--- src/rtl/ahb_pkg.sv ---
// ----------------------------------------------------------------------------
// ahb_pkg
// Shared AHB-Lite definitions for the slave front ends: HTRANS/HSIZE/HRESP
// codes, the RAM controller state encoding and the captured-transfer record.
// ----------------------------------------------------------------------------
package ahb_pkg;

    localparam logic [1:0] HTRANS_IDLE   = 2'b00;
    localparam logic [1:0] HTRANS_BUSY   = 2'b01;
    localparam logic [1:0] HTRANS_NONSEQ = 2'b10;
    localparam logic [1:0] HTRANS_SEQ    = 2'b11;

    localparam logic [2:0] HSIZE_WORD  = 3'b010;

    localparam logic       HRESP_OKAY  = 1'b0;
    localparam logic       HRESP_ERROR = 1'b1;

    typedef enum logic [2:0] {
        ST_IDLE,
        ST_WR,
        ST_RD_WAIT,
        ST_RD_DATA,
        ST_ERR1,
        ST_ERR2
    } ctrl_state_t;

    // Address-phase information carried into the data phase.
    typedef struct packed {
        logic [31:0] addr;
        logic        write;
        logic        legal;
    } xfer_t;

    // A real transfer is requested only for NONSEQ/SEQ with the slave selected;
    // IDLE and BUSY never start a data phase.
    function automatic logic is_xfer(input logic hsel, input logic [1:0] htrans);
        return hsel && ((htrans == HTRANS_NONSEQ) || (htrans == HTRANS_SEQ));
    endfunction

endpackage

--- src/rtl/ahb_ram_slave_ctrl_if.sv ---
// ----------------------------------------------------------------------------
// ahb_ram_slave_ctrl_if
// AHB-Lite slave-side bus bundle.
//   master modport: drives HSEL/HADDR/HTRANS/HWRITE/HSIZE/HREADY/HWDATA,
//                   receives HRDATA/HREADYOUT/HRESP.
//   slave  modport: the mirror image.
// Handshake: an address phase is taken when HSEL & HREADY & HTRANS is
// NONSEQ/SEQ at a rising edge; the data phase completes at the first rising
// edge where HREADYOUT is high, with HRESP/HRDATA valid in that cycle.
// ----------------------------------------------------------------------------
interface ahb_ram_slave_ctrl_if;

    logic        HSEL;
    logic [31:0] HADDR;
    logic [1:0]  HTRANS;
    logic        HWRITE;
    logic [2:0]  HSIZE;
    logic        HREADY;
    logic [31:0] HWDATA;
    logic [31:0] HRDATA;
    logic        HREADYOUT;
    logic        HRESP;

    modport master (
        output HSEL, HADDR, HTRANS, HWRITE, HSIZE, HREADY, HWDATA,
        input  HRDATA, HREADYOUT, HRESP
    );

    modport slave (
        input  HSEL, HADDR, HTRANS, HWRITE, HSIZE, HREADY, HWDATA,
        output HRDATA, HREADYOUT, HRESP
    );

endinterface

--- src/rtl/ahb_xfer_check.sv ---
// ----------------------------------------------------------------------------
// ahb_xfer_check
// Combinational legality check for a word-only AHB slave.
//   haddr_i : address-phase HADDR
//   hsize_i : address-phase HSIZE
//   legal_o : 1 when the transfer is a word, word-aligned and inside MEM_BYTES
// ----------------------------------------------------------------------------
module ahb_xfer_check
    import ahb_pkg::*;
#(
    parameter int MEM_BYTES = 1024
) (
    input  logic [31:0] haddr_i,
    input  logic [2:0]  hsize_i,
    output logic        legal_o
);

    assign legal_o = (hsize_i == HSIZE_WORD) &&
                     (haddr_i[1:0] == 2'b00) &&
                     (haddr_i < 32'(MEM_BYTES));

endmodule

--- src/rtl/ahb_ram_slave_ctrl.sv ---
// ----------------------------------------------------------------------------
// ahb_ram_slave_ctrl
// AHB-Lite slave front end for the registered-read Data_Memory.
//   clk, reset_n    : clock, asynchronous active-low reset
//   ahb (slave)     : AHB-Lite bus bundle
//   mem_sel         : Data_Memory select (HSEL2)
//   mem_write/read  : memory strobes, never both high
//   address_ram     : captured byte address of the current data phase
//   write_data      : memory write data (HWDATA during the write data phase)
//   read_data       : registered memory read data
//   state_dbg_o     : current controller state
// Writes complete with zero wait; reads hold HREADYOUT low for RD_WAIT
// cycles (1..4) and strobe the memory in the last of them; illegal transfers
// get the two-cycle ERROR response.
// ----------------------------------------------------------------------------
module ahb_ram_slave_ctrl
    import ahb_pkg::*;
#(
    parameter int MEM_BYTES = 1024,
    parameter int RD_WAIT   = 1
) (
    input  logic                 clk,
    input  logic                 reset_n,
    ahb_ram_slave_ctrl_if.slave  ahb,
    output logic                 mem_sel,
    output logic                 mem_write,
    output logic                 mem_read,
    output logic [31:0]          address_ram,
    output logic [31:0]          write_data,
    input  logic [31:0]          read_data,
    output ctrl_state_t          state_dbg_o
);

    localparam logic [2:0] RD_LAST = 3'(RD_WAIT - 1);

    ctrl_state_t state_q, state_d;
    xfer_t       xfer_q, xfer_d;
    logic [2:0]  cnt_q, cnt_d;
    logic        legal;
    logic        accept_state;

    ahb_xfer_check #(.MEM_BYTES(MEM_BYTES)) u_check (
        .haddr_i (ahb.HADDR),
        .hsize_i (ahb.HSIZE),
        .legal_o (legal)
    );

    always_ff @(posedge clk or negedge reset_n) begin
        if (!reset_n) begin
            state_q <= ST_IDLE;
            xfer_q  <= '0;
            cnt_q   <= '0;
        end else begin
            state_q <= state_d;
            xfer_q  <= xfer_d;
            cnt_q   <= cnt_d;
        end
    end

    always_comb begin
        state_d       = state_q;
        xfer_d        = xfer_q;
        cnt_d         = cnt_q;
        accept_state  = 1'b0;
        ahb.HREADYOUT = 1'b1;
        ahb.HRESP     = HRESP_OKAY;
        ahb.HRDATA    = '0;
        mem_sel       = 1'b0;
        mem_write     = 1'b0;
        mem_read      = 1'b0;
        address_ram   = '0;
        write_data    = '0;

        case (state_q)
            ST_IDLE: accept_state = 1'b1;
            ST_WR: begin
                accept_state = 1'b1;
                // The captured flags re-qualify the strobe so an illegal
                // transfer can never reach the memory.
                if (xfer_q.write && xfer_q.legal) begin
                    mem_sel     = 1'b1;
                    mem_write   = 1'b1;
                    address_ram = xfer_q.addr;
                    write_data  = ahb.HWDATA;
                end
            end
            ST_RD_WAIT: begin
                ahb.HREADYOUT = 1'b0;
                if (cnt_q == RD_LAST) begin
                    // Memory registers read_data at the edge closing this cycle.
                    if (!xfer_q.write && xfer_q.legal) begin
                        mem_sel     = 1'b1;
                        mem_read    = 1'b1;
                        address_ram = xfer_q.addr;
                    end
                    cnt_d   = '0;
                    state_d = ST_RD_DATA;
                end else begin
                    cnt_d = cnt_q + 3'd1;
                end
            end
            ST_RD_DATA: begin
                accept_state = 1'b1;
                ahb.HRDATA   = read_data;
            end
            ST_ERR1: begin
                ahb.HREADYOUT = 1'b0;
                ahb.HRESP     = HRESP_ERROR;
                state_d       = ST_ERR2;
            end
            ST_ERR2: begin
                accept_state = 1'b1;
                ahb.HRESP    = HRESP_ERROR;
            end
            default: state_d = ST_IDLE;
        endcase

        // With HREADY low another slave is stalling the bus: hold everything.
        if (accept_state && ahb.HREADY) begin
            if (is_xfer(ahb.HSEL, ahb.HTRANS)) begin
                xfer_d = '{addr: ahb.HADDR, write: ahb.HWRITE, legal: legal};
                cnt_d  = '0;
                if (!legal)          state_d = ST_ERR1;
                else if (ahb.HWRITE) state_d = ST_WR;
                else                 state_d = ST_RD_WAIT;
            end else begin
                state_d = ST_IDLE;
            end
        end
    end

    assign state_dbg_o = state_q;

endmodule

--- src/flat_wrapper.sv ---
// flat-port wrapper written by rule: the top's interface ports become plain ports
module ahb_ram_slave_ctrl_flat import ahb_pkg::*;
#(
    parameter int MEM_BYTES = 1024,
    parameter int RD_WAIT   = 1
)
  (clk, reset_n, mem_sel, mem_write, mem_read, address_ram, write_data, read_data, state_dbg_o, ahb_HSEL, ahb_HADDR, ahb_HTRANS, ahb_HWRITE, ahb_HSIZE, ahb_HREADY, ahb_HWDATA, ahb_HRDATA, ahb_HREADYOUT, ahb_HRESP);
  ahb_ram_slave_ctrl_if ahb_i ();
  input  logic clk;
  input  logic reset_n;
  output logic mem_sel;
  output logic mem_write;
  output logic mem_read;
  output logic [31:0] address_ram;
  output logic [31:0] write_data;
  input  logic [31:0] read_data;
  output ctrl_state_t state_dbg_o;
  input wire logic [$bits(ahb_i.HSEL)-1:0] ahb_HSEL;
  input wire logic [$bits(ahb_i.HADDR)-1:0] ahb_HADDR;
  input wire logic [$bits(ahb_i.HTRANS)-1:0] ahb_HTRANS;
  input wire logic [$bits(ahb_i.HWRITE)-1:0] ahb_HWRITE;
  input wire logic [$bits(ahb_i.HSIZE)-1:0] ahb_HSIZE;
  input wire logic [$bits(ahb_i.HREADY)-1:0] ahb_HREADY;
  input wire logic [$bits(ahb_i.HWDATA)-1:0] ahb_HWDATA;
  output wire logic [$bits(ahb_i.HRDATA)-1:0] ahb_HRDATA;
  output wire logic [$bits(ahb_i.HREADYOUT)-1:0] ahb_HREADYOUT;
  output wire logic [$bits(ahb_i.HRESP)-1:0] ahb_HRESP;
  assign ahb_i.HSEL = ahb_HSEL;
  assign ahb_i.HADDR = ahb_HADDR;
  assign ahb_i.HTRANS = ahb_HTRANS;
  assign ahb_i.HWRITE = ahb_HWRITE;
  assign ahb_i.HSIZE = ahb_HSIZE;
  assign ahb_i.HREADY = ahb_HREADY;
  assign ahb_i.HWDATA = ahb_HWDATA;
  assign ahb_HRDATA = ahb_i.HRDATA;
  assign ahb_HREADYOUT = ahb_i.HREADYOUT;
  assign ahb_HRESP = ahb_i.HRESP;
  ahb_ram_slave_ctrl #(.MEM_BYTES(MEM_BYTES), .RD_WAIT(RD_WAIT)) u_core (.clk(clk), .reset_n(reset_n), .ahb(ahb_i), .mem_sel(mem_sel), .mem_write(mem_write), .mem_read(mem_read), .address_ram(address_ram), .write_data(write_data), .read_data(read_data), .state_dbg_o(state_dbg_o));
endmodule
--- config.mk ---
export PLATFORM = sky130hd
export DESIGN_NAME = ahb_ram_slave_ctrl_flat
export DESIGN_NICKNAME = d
export VERILOG_FILES = /design/src/rtl/ahb_pkg.sv /design/src/rtl/ahb_ram_slave_ctrl_if.sv /design/src/rtl/ahb_xfer_check.sv /design/src/rtl/ahb_ram_slave_ctrl.sv /design/src/flat_wrapper.sv
export SDC_FILE = /design/constraint.sdc
export NUM_CORES = 1
export LEC_CHECK = 0
export CAP_MARGIN = 15
export CORE_MARGIN = 2
export CORE_UTILIZATION = 30
export CTS_CLUSTER_SIZE = 8
export DETAILED_ROUTE_END_ITERATION = 6
export MAX_ROUTING_LAYER = met4
export PLACE_DENSITY = 0.81
export SLEW_MARGIN = 25
export SYNTH_ARGS = -nofsm -noshare
export SYNTH_HDL_FRONTEND = slang
export SYNTH_SLANG_ARGS = --single-unit
--- constraint.sdc ---
create_clock -name clk -period 2.1 [get_ports clk]
set_clock_uncertainty 0.05 [all_clocks]
set_input_delay 0.42 -clock clk [delete_from_list [all_inputs] [get_ports clk]]
set_output_delay 0.42 -clock clk [all_outputs]
set_load 0.1 [all_outputs]
* Yosys cells after proc, flatten, opt, wreduce, memory -nomap -nowiden
Cells that the tools add are included.
Word-level totals: bits in registers 40, input bits 106, output and inout port bits 104, logic and storage cells 59
Operators by class: add/subtract/negate cells 1, magnitude comparators 1, equality and inequality tests 10, mux-type cells 26, reduce and logical (&&, ||, !) cells 16
Operators with widths (number):
- 32-bit two-way mux | 6
- 32-bit case mux with 2 select lines | 1
- 32-bit by 11-bit < comparator with 1-bit output (second input constant) | 1
- 3-bit two-way mux | 8
- 3-bit by 2-bit equality test with 1-bit output (second input constant) | 3
- 3-bit case mux with 3 select lines | 1
- 1-bit two-way mux | 8
- 3-bit equality test (second input constant) | 2
- 1-bit logical AND | 6
- 3-bit zero test | 2
- 2-bit equality test (second input constant) | 2
- 2-bit AND reduction | 2
- 2-bit OR reduction | 2
- 4-bit OR reduction | 1
- 3-bit by 1-bit adder with 3-bit output (second input constant) | 1
- 3-bit by 1-bit equality test with 1-bit output (second input constant) | 1
- 3-bit by 1-bit inequality test with 1-bit output (second input constant) | 1
- 2-bit zero test | 1
- 2-bit two-way mux | 1
- 2-bit by 1-bit inequality test with 1-bit output (second input constant) | 1
- 1-bit case mux with 2 select lines | 1
- 1-bit zero test | 1
- 1-bit logical OR | 1

* Depth between registers and ports, before layout
Gate-level depths: netlist of the first run.
depth in word-level cells 6, gate-level depth with buffers 7, mapped depth without buffers 6

* Cells and area by module
From an unflattened synthesis of the first run, not the netlist that was laid out.
Second synthesis, totals: cells, all modules 242, area, all modules 2501.1 um^2
By module, submodules not included:
- ahb_ram_slave_ctrl | instances 1, cells an instance 232, area an instance 2422.3 um^2, sequential area each 1001.0 um^2
- ahb_xfer_check | instances 1, cells an instance 10, area an instance 78.8 um^2, sequential area each 0.0 um^2

* Worst setup path after synthesis of the first run
No wires, ideal clock.
path kind reg-to-output, from register u_core.state_q[1] (netlist: u_core.state_dbg_o[1]), to output port address_ram[0], data arrival time 4041 ps, required time 1630 ps, path slack -2411 ps, stages on the path, launching flop included 6, path buffers 1, cell sequence dfrtp_1 -> or3b_1 -> nor4b_4 -> or2_2 -> buf_4 -> and2_1
On the way: longest elaborated chain between the ends 2, elaborated cells between the ends (all ways) 3, classes of those cells eq/ne: 2; mux: 1
Ends and longest elaborated chain:
- start, declared | line ahb_ram_slave_ctrl.sv:36 | ctrl_state_t state_q, state_d;
- start signal, assigned | line ahb_ram_slave_ctrl.sv:54 | state_q <= state_d;
- 3-bit by 2-bit equality test with 1-bit output or 3-bit by 1-bit equality test with 1-bit output (tied branches) | line ahb_ram_slave_ctrl.sv:74 | case (state_q)
- 32-bit case mux with 2 select lines (*) | line ahb_ram_slave_ctrl.sv:74
- end, declared | line flat_wrapper.sv:14 | output logic [31:0] address_ram;
Mark *: on every way between the ends. The rest lies on a longest branch, timed or not.

* Worst setup path after layout of the first run
from register u_core.cnt_q[0], to output port address_ram[28]
On the way: longest elaborated chain between the ends 3
Ends and longest elaborated chain:
- start, declared | line ahb_ram_slave_ctrl.sv:38 | logic [2:0] cnt_q, cnt_d;
- start signal, assigned | line ahb_ram_slave_ctrl.sv:56 | cnt_q <= cnt_d;
- 3-bit zero test | line ahb_ram_slave_ctrl.sv:89 | if (cnt_q == RD_LAST) begin
- 32-bit two-way mux | line ahb_ram_slave_ctrl.sv:89
- 32-bit case mux with 2 select lines | line ahb_ram_slave_ctrl.sv:74
Every way passes these cells.

==> impl_metrics.yaml, run 1 <==
outcome:
  status: "complete, but fails checks"
  violations: "negative setup slack"
route:
  post_drt_via_cell_ratio: 5.13
  drc: 0
  drtIter0Drc: 173
  wl_per_cell_um: 26.5
  num_vias: 3070
  dr.pass1.iters: 4
  ant_nets: 0
  wirelength_um: 15900
floorplan:
  start_util_pct: 30.9
  fp.dieH_um: 93.2
  die_width_um: 93.2
  die_area_um2: 8690
  fp-row-count: 32
  ios: 210
  core_area_um2: 7730
sta:
  final_max_slew_viol_count: 0
  tightest_slew_ns: 0.600
  hold_viol: 0
  max_slew_margin_pct: 59.4
  fmax_mhz: 372
  setup_viol: 126
  timing.final.ws_setup_ns: -0.589
  final.setup.tns_ns: -42.67
  fin_crit_sh_pct: 128
  min_period_ns: 2.69
  rsz0062_at_grt: "true"
final_layout:
  drive_gt1_share_pct: 62.4
  fillers: 277
  nNetsFinal: 602
  seqCellArea_um2: 1010
  syn_to_final_growth_pct: 187
  multiInputGateArea_um2: 1720
synth:
  async_reset_ff_share_pct: 100
  syn_area_um2: 2390
  syn_avg_cell_area_um2: 10.0
  synth_top_area_share_pct: 41.9
  ys_ff_latch: 40
  synth_most_common_cell: "and2_1"
  synthCells: 238
  syn-num-nets: 346
  yosysWarnings: 0
  synth_cell_type_count: 33
  ys_seq_area_share_pct: 41.9
  synthTopCellsByCount: "96 x and2_1, 40 x dfrtp_1, 26 x mux2_1"
  synth_flop_cell: "dfrtp_1"
  synth.largest_area_cell: "dfrtp_1"
  synth-edff-count: 0
  synth_area_leaders: "dfrtp_1 42%, and2_1 25%, mux2_1 12%"
global_routing:
  grt_max_degree: 41
  grt_pass1_wl_um: 19800
  grt_util_all_layers_pct: 31.2
  antenna_found_initial: 1
  grt_overflow: 0
  grt_pass1_vias: 3205
cts:
  cts_max_level: 2
  cts_hold_buf: 0
  cts_max_path_buffers: 2
  cts_buffers: 5
  cts_root_buffer: "clkbuf_8"
  insertion_delay_ns: 0.29
  cts.sink_count: 40
  cts_tree: "yes"
  cts.clk_slew.worst_paths_ns: 0.08
worst_setup_path:
  crit_buf_inv: 3
  critPathMostFrequentCell: "buf_12"
  critPathCaptureType: "output pin"
  start_kind: "register"
  critPathArrivalTime_ns: 2.22
  r2r_slack_ns: -0.08
  path_max_fanout: 16
  critPathRequiredTime_ns: 1.63
  slowest_stage: "dfrtp_1"
  crit_chain: "inv_1 -> ha_1 -> nand2b_1 -> nor4b_4 -> or2_4 -> buf_12 -> and2_4 -> buf_12"
  critPathMaxStageDelay_ns: 0.39
  cpLargestDelayFamily: "simple AND/OR/NAND/NOR gates"
  critPathKind: "reg2out"
placement:
  hpwl_um: 8380
  portBuffers: 208
  preCtsSetupSlack_ns: -0.267
  globalplace.congestion: 0.850
pwr:
  cellLeakagePower_nw: 2.91
  pwr_density_cell_nw_per_um2: 557
  ir_drop_mv: 0.589
worst_hold_path:
  hp-class: "in2async"
job:
  cap_violations: 0
layer usage:
layer,part of all wire (%),global-route usage [%]
met4,6.0,11.4
met2,52,54.1
met5,0,-
met1,34,34.5
met3,7.8,8.06
worst paths after layout:
| kind | endpoint | cells after the start | from |
|---|---|---|---|
| setup reg to reg | u_core.xfer_q[3]$_DFFE_PN0P_ | 9 | u_core.state_dbg_o[2]$_DFFE_PN0P_ |
| max in group asynchronous | u_core.state_dbg_o[2]$_DFFE_PN0P_ | 2 | reset_n |
| min in group clk | u_core.xfer_q[31]$_DFFE_PN0P_ | 1 | u_core.xfer_q[31]$_DFFE_PN0P_ |
| setup / recovery | address_ram[28] | 8 | u_core.cnt_q[0]$_DFF_PN0_ |
| hold / removal | u_core.xfer_q[21]$_DFFE_PN0P_ | 2 | reset_n |
| hold reg to reg | u_core.xfer_q[31]$_DFFE_PN0P_ | 1 | u_core.xfer_q[31]$_DFFE_PN0P_ |
final cells by class:
type | count | share of cell area (%)
flip-flops and latches | 40 | 14.8
inverters | 6 | 0.329
multi-input cells | 179 | 25.1
diodes | 2 | 0.0731
well taps | 102 | 1.86
repair buffers | 262 | 56.5
clock buffers | 8 | 1.32
per-stage QoR:
| stage | util [%] | total power [W] | std cells | hold WS, ns | area, µm² |
|---|---|---|---|---|---|
| floorplan | - | 0.00198 | 238 | 0.0744 | 2680 |
| CTS | 84.8 | 0.00325 | 583 | 0.139 | 6550 |
| global route | 88.6 | 0.00395 | 599 | 0.180 | 6850 |
| detailed placement | 78.8 | 0.00261 | 557 | 0.427 | 6090 |
| finish | 88.6 | 0.00381 | 599 | 0.128 | 6850 |
| global placement | 78.8 | 0.00254 | 557 | 0.419 | 6090 |
flip-flops by register name (all words and copies together), names as in the netlist:
signal	cells
u_core.state_dbg_o	3
u_core.cnt_q	3
u_core.xfer_q	34
report_power, final:
group | internal (W) | leakage (nW) | switching (W)
clock network | 0.000268 | 0.0455 | 0.000265
logic | 0.00105 | 2.39 | 0.000867
registers | 0.00113 | 0.483 | 0.000234
total | 0.00244 | 2.91 | 0.00137
cell families (layout without fill, tap and decap cells):
logic type | count (synthesis) | in the layout | synth area share [%]
compound gates | 13 | 13 | 3.67
fa+ha+maj | 2 | 2 | 1.05
buf+inv | 19 | 276 | 3.61
flops | 40 | 40 | 41.9
mux | 34 | 34 | 16.0
other cells | 0 | 2 | 0
simple gates | 130 | 130 | 33.8
cells in the final DEF (no fill, tap or decap), types with 5 or more instances in the layout:
cell,instances
buf_4,25
inv_1,6
dfrtp_1,37
clkdlybuf4s50_1,103
mux2_2,6
buf_16,5
and2_4,96
nor4_1,5
clkbuf_8,6
buf_12,114
mux2_4,25
buf_6,7
nand2_1,6
repair_timing:
action                     4_1_cts  5_1_grt
gates resized for setup         25       36
setup endpoints to repair       99      135
cloned                           6        5
buffers inserted                12       16
pin swaps                       37       23
Power figures use the tool's default switching activity.
==> run 2, diff against run 1 <==
- CORE_MARGIN: 2 -> 1
- TNS_END_PERCENT: unset -> 1
==> run 2 against run 1 <==
  * Clock-buffer cell count stayed put
  * Largest cell class unchanged
  * Wire length is 28% lower
  * Sequential power hardly changed
  * Via count is 11% lower
  * Utilization is 9.7 points lower
  * Final cell count is 5.3% lower
  * Global-route usage is 3.0 points lower
  * Worst setup slack better by 0.051 ns
  * The run still ends with negative setup slack left
  * Die area is 4.2% lower
==> impl_metrics.yaml, run 2 (synthesis results as in run 1) <==
floorplan:
  fp.dieH_um: 91.2
  fp-row-count: 32
  core_area_um2: 7730
  start_util_pct: 30.9
  die_width_um: 91.2
  ios: 210
  die_area_um2: 8320
final_layout:
  seqCellArea_um2: 1010
  final_cell_mix: "106 x buf_12, 103 x clkdlybuf4s50_1, 63 x and2_4, 37 x dfrtp_1, 32 x and2_1"
  fillers: 401
  multiInputGateArea_um2: 1510
  final_common_cell: "buf_12"
  drive_gt1_share_pct: 47.3
  antennaDiodeCount: 0
  syn_to_final_growth_pct: 155
  regMostFlops: "u_core.xfer_q"
  utilization_pct: 79.0
  nNetsFinal: 572
  largest_reg_flops: 34
sta:
  final_max_slew_viol_count: 0
  rsz0062_at_grt: "true"
  fmax_mhz: 379
  tightest_slew_ns: 0.565
  fin_crit_sh_pct: 126
  hold_viol: 0
  timing.final.ws_setup_ns: -0.538
  max_slew_margin_pct: 62.3
  setup_viol: 99
  min_period_ns: 2.64
worst_setup_path:
  crit_buf_inv: 2
  critPathCaptureType: "output pin"
  critPathRequiredTime_ns: 1.63
  slowest_stage: "dfrtp_4"
  start_kind: "register"
  r2r-start: "u_core.state_dbg_o[2]$_DFFE_PN0P_"
  critPathArrivalTime_ns: 2.17
  critPathKind: "reg2out"
  critPathMaxStageDelay_ns: 0.48
  crit_chain: "or3b_4 -> nor4b_4 -> or2_4 -> buf_4 -> and2_2 -> buf_12"
  path_max_fanout: 5
  cp-startpoint: "u_core.state_dbg_o[0]$_DFFE_PN0P_"
  cpLargestDelayFamily: "simple AND/OR/NAND/NOR gates"
cts:
  cts.clk_slew.worst_paths_ns: 0.08
  cts_max_path_buffers: 2
  cts_root_buffer: "clkbuf_8"
  cts_tree: "yes"
  cts_buffers: 5
  insertion_delay_ns: 0.29
  cts_max_level: 2
  cts.sink_count: 40
placement:
  portBuffers: 208
  globalplace.congestion: 0.824
  preCtsSetupSlack_ns: -0.266
  hpwl_um: 8810
route:
  dr.pass1.iters: 4
  drc: 0
  wl_met1_um: 4020
  dr_wl_met2_um: 6440
  ant_nets: 0
  drtIter0Drc: 212
  num_vias: 2731
  wirelength_um: 11500
  wl_met3_um: 674
  dr.max_layer_used: "met4"
  post_drt_via_cell_ratio: 4.82
  wl_per_cell_um: 20.2
outcome:
  violations: "negative setup slack"
  status: "complete, but fails checks"
global_routing:
  antenna_found_initial: 0
  grt_util_all_layers_pct: 28.2
  grt_pass1_vias: 3100
  grt_overflow: 0
  grt_pass1_wl_um: 17100
  grt_max_degree: 34
job:
  cap_violations: 0
worst_hold_path:
  hp-class: "in2async"
pwr:
  pwr_density_cell_nw_per_um2: 527
  ir_drop_mv: 0.595
  p_total_w: 0.00321
  cellLeakagePower_nw: 2.55
-- run 2: cell types whose count changed in the layout (fill, tap and decap cells not counted), moves of 5 or more --
cell	previous run	this run
buf_12	114	106
buf_4	25	17
and2_1	0	32
mux2_1	2	26
mux2_4	25	0
and2_4	96	63
buf_16	5	0
-- run 2: layout make-up --
cell class,count,area share (%)
clock buffers,8,1.48
well taps,102,2.09
inverters,6,0.369
multi-input cells,179,24.7
repair buffers,232,54.8
flip-flops and latches,40,16.6
-- run 2: stage by stage --
| step | hold slack, ns | cell area (µm²) | TNS (ns) | cells |
|---|---|---|---|---|
| after global routing | 0.0940 | 6100 | -45.04 | 567 |
| after CTS | 0.0662 | 6090 | -35.64 | 567 |
| after detailed placement | 0.382 | 5860 | -15.14 | 556 |
| after global placement | 0.373 | 5860 | -9.65 | 556 |
| final | 0.0584 | 6100 | -37.42 | 567 |
| after floorplan | 0.0744 | 2500 | -85.70 | 238 |
-- run 2: path summary, 6_finish.rpt --
check                                                 to  slack [ns]  cells after the start
min in group clk           u_core.xfer_q[10]$_DFFE_PN0P_        0.44                      1
max reg2reg                 u_core.xfer_q[5]$_DFFE_PN0P_        0.09                      7
min                         u_core.xfer_q[9]$_DFFE_PN0P_        0.06                      1
min reg2reg                u_core.xfer_q[10]$_DFFE_PN0P_        0.44                      1
max                                       address_ram[2]       -0.54                      6
max in group asynchronous  u_core.xfer_q[13]$_DFFE_PN0P_        1.38                      2
-- run 2: routing by layer --
metal,GRT usage [%],vias to the layer above
li1,-,1236
met1,28.5,1336
met2,52.9,130
met3,6.45,29
met4,9.79,0
met5,-,-
-- run 2: what timing repair did --
| action | in CTS | in global routing |
|---|---|---|
| pin swaps | 53 | 10 |
| endpoints found under the hold margin | 0 | 0 |
| endpoints found under the setup margin | 100 | 99 |
| buffers inserted | 3 | 0 |
| hold buffers | 0 | 0 |
| gates resized for setup | 43 | 1 |
-- run 2: power by group --
group | switching, W | internal [W] | total, W | leakage [nW]
Clock | 0.000268 | 0.000268 | 0.000537 | 0.0455
Sequential | 0.000225 | 0.00113 | 0.00135 | 0.483
Combinational | 0.000693 | 0.000631 | 0.00132 | 2.02
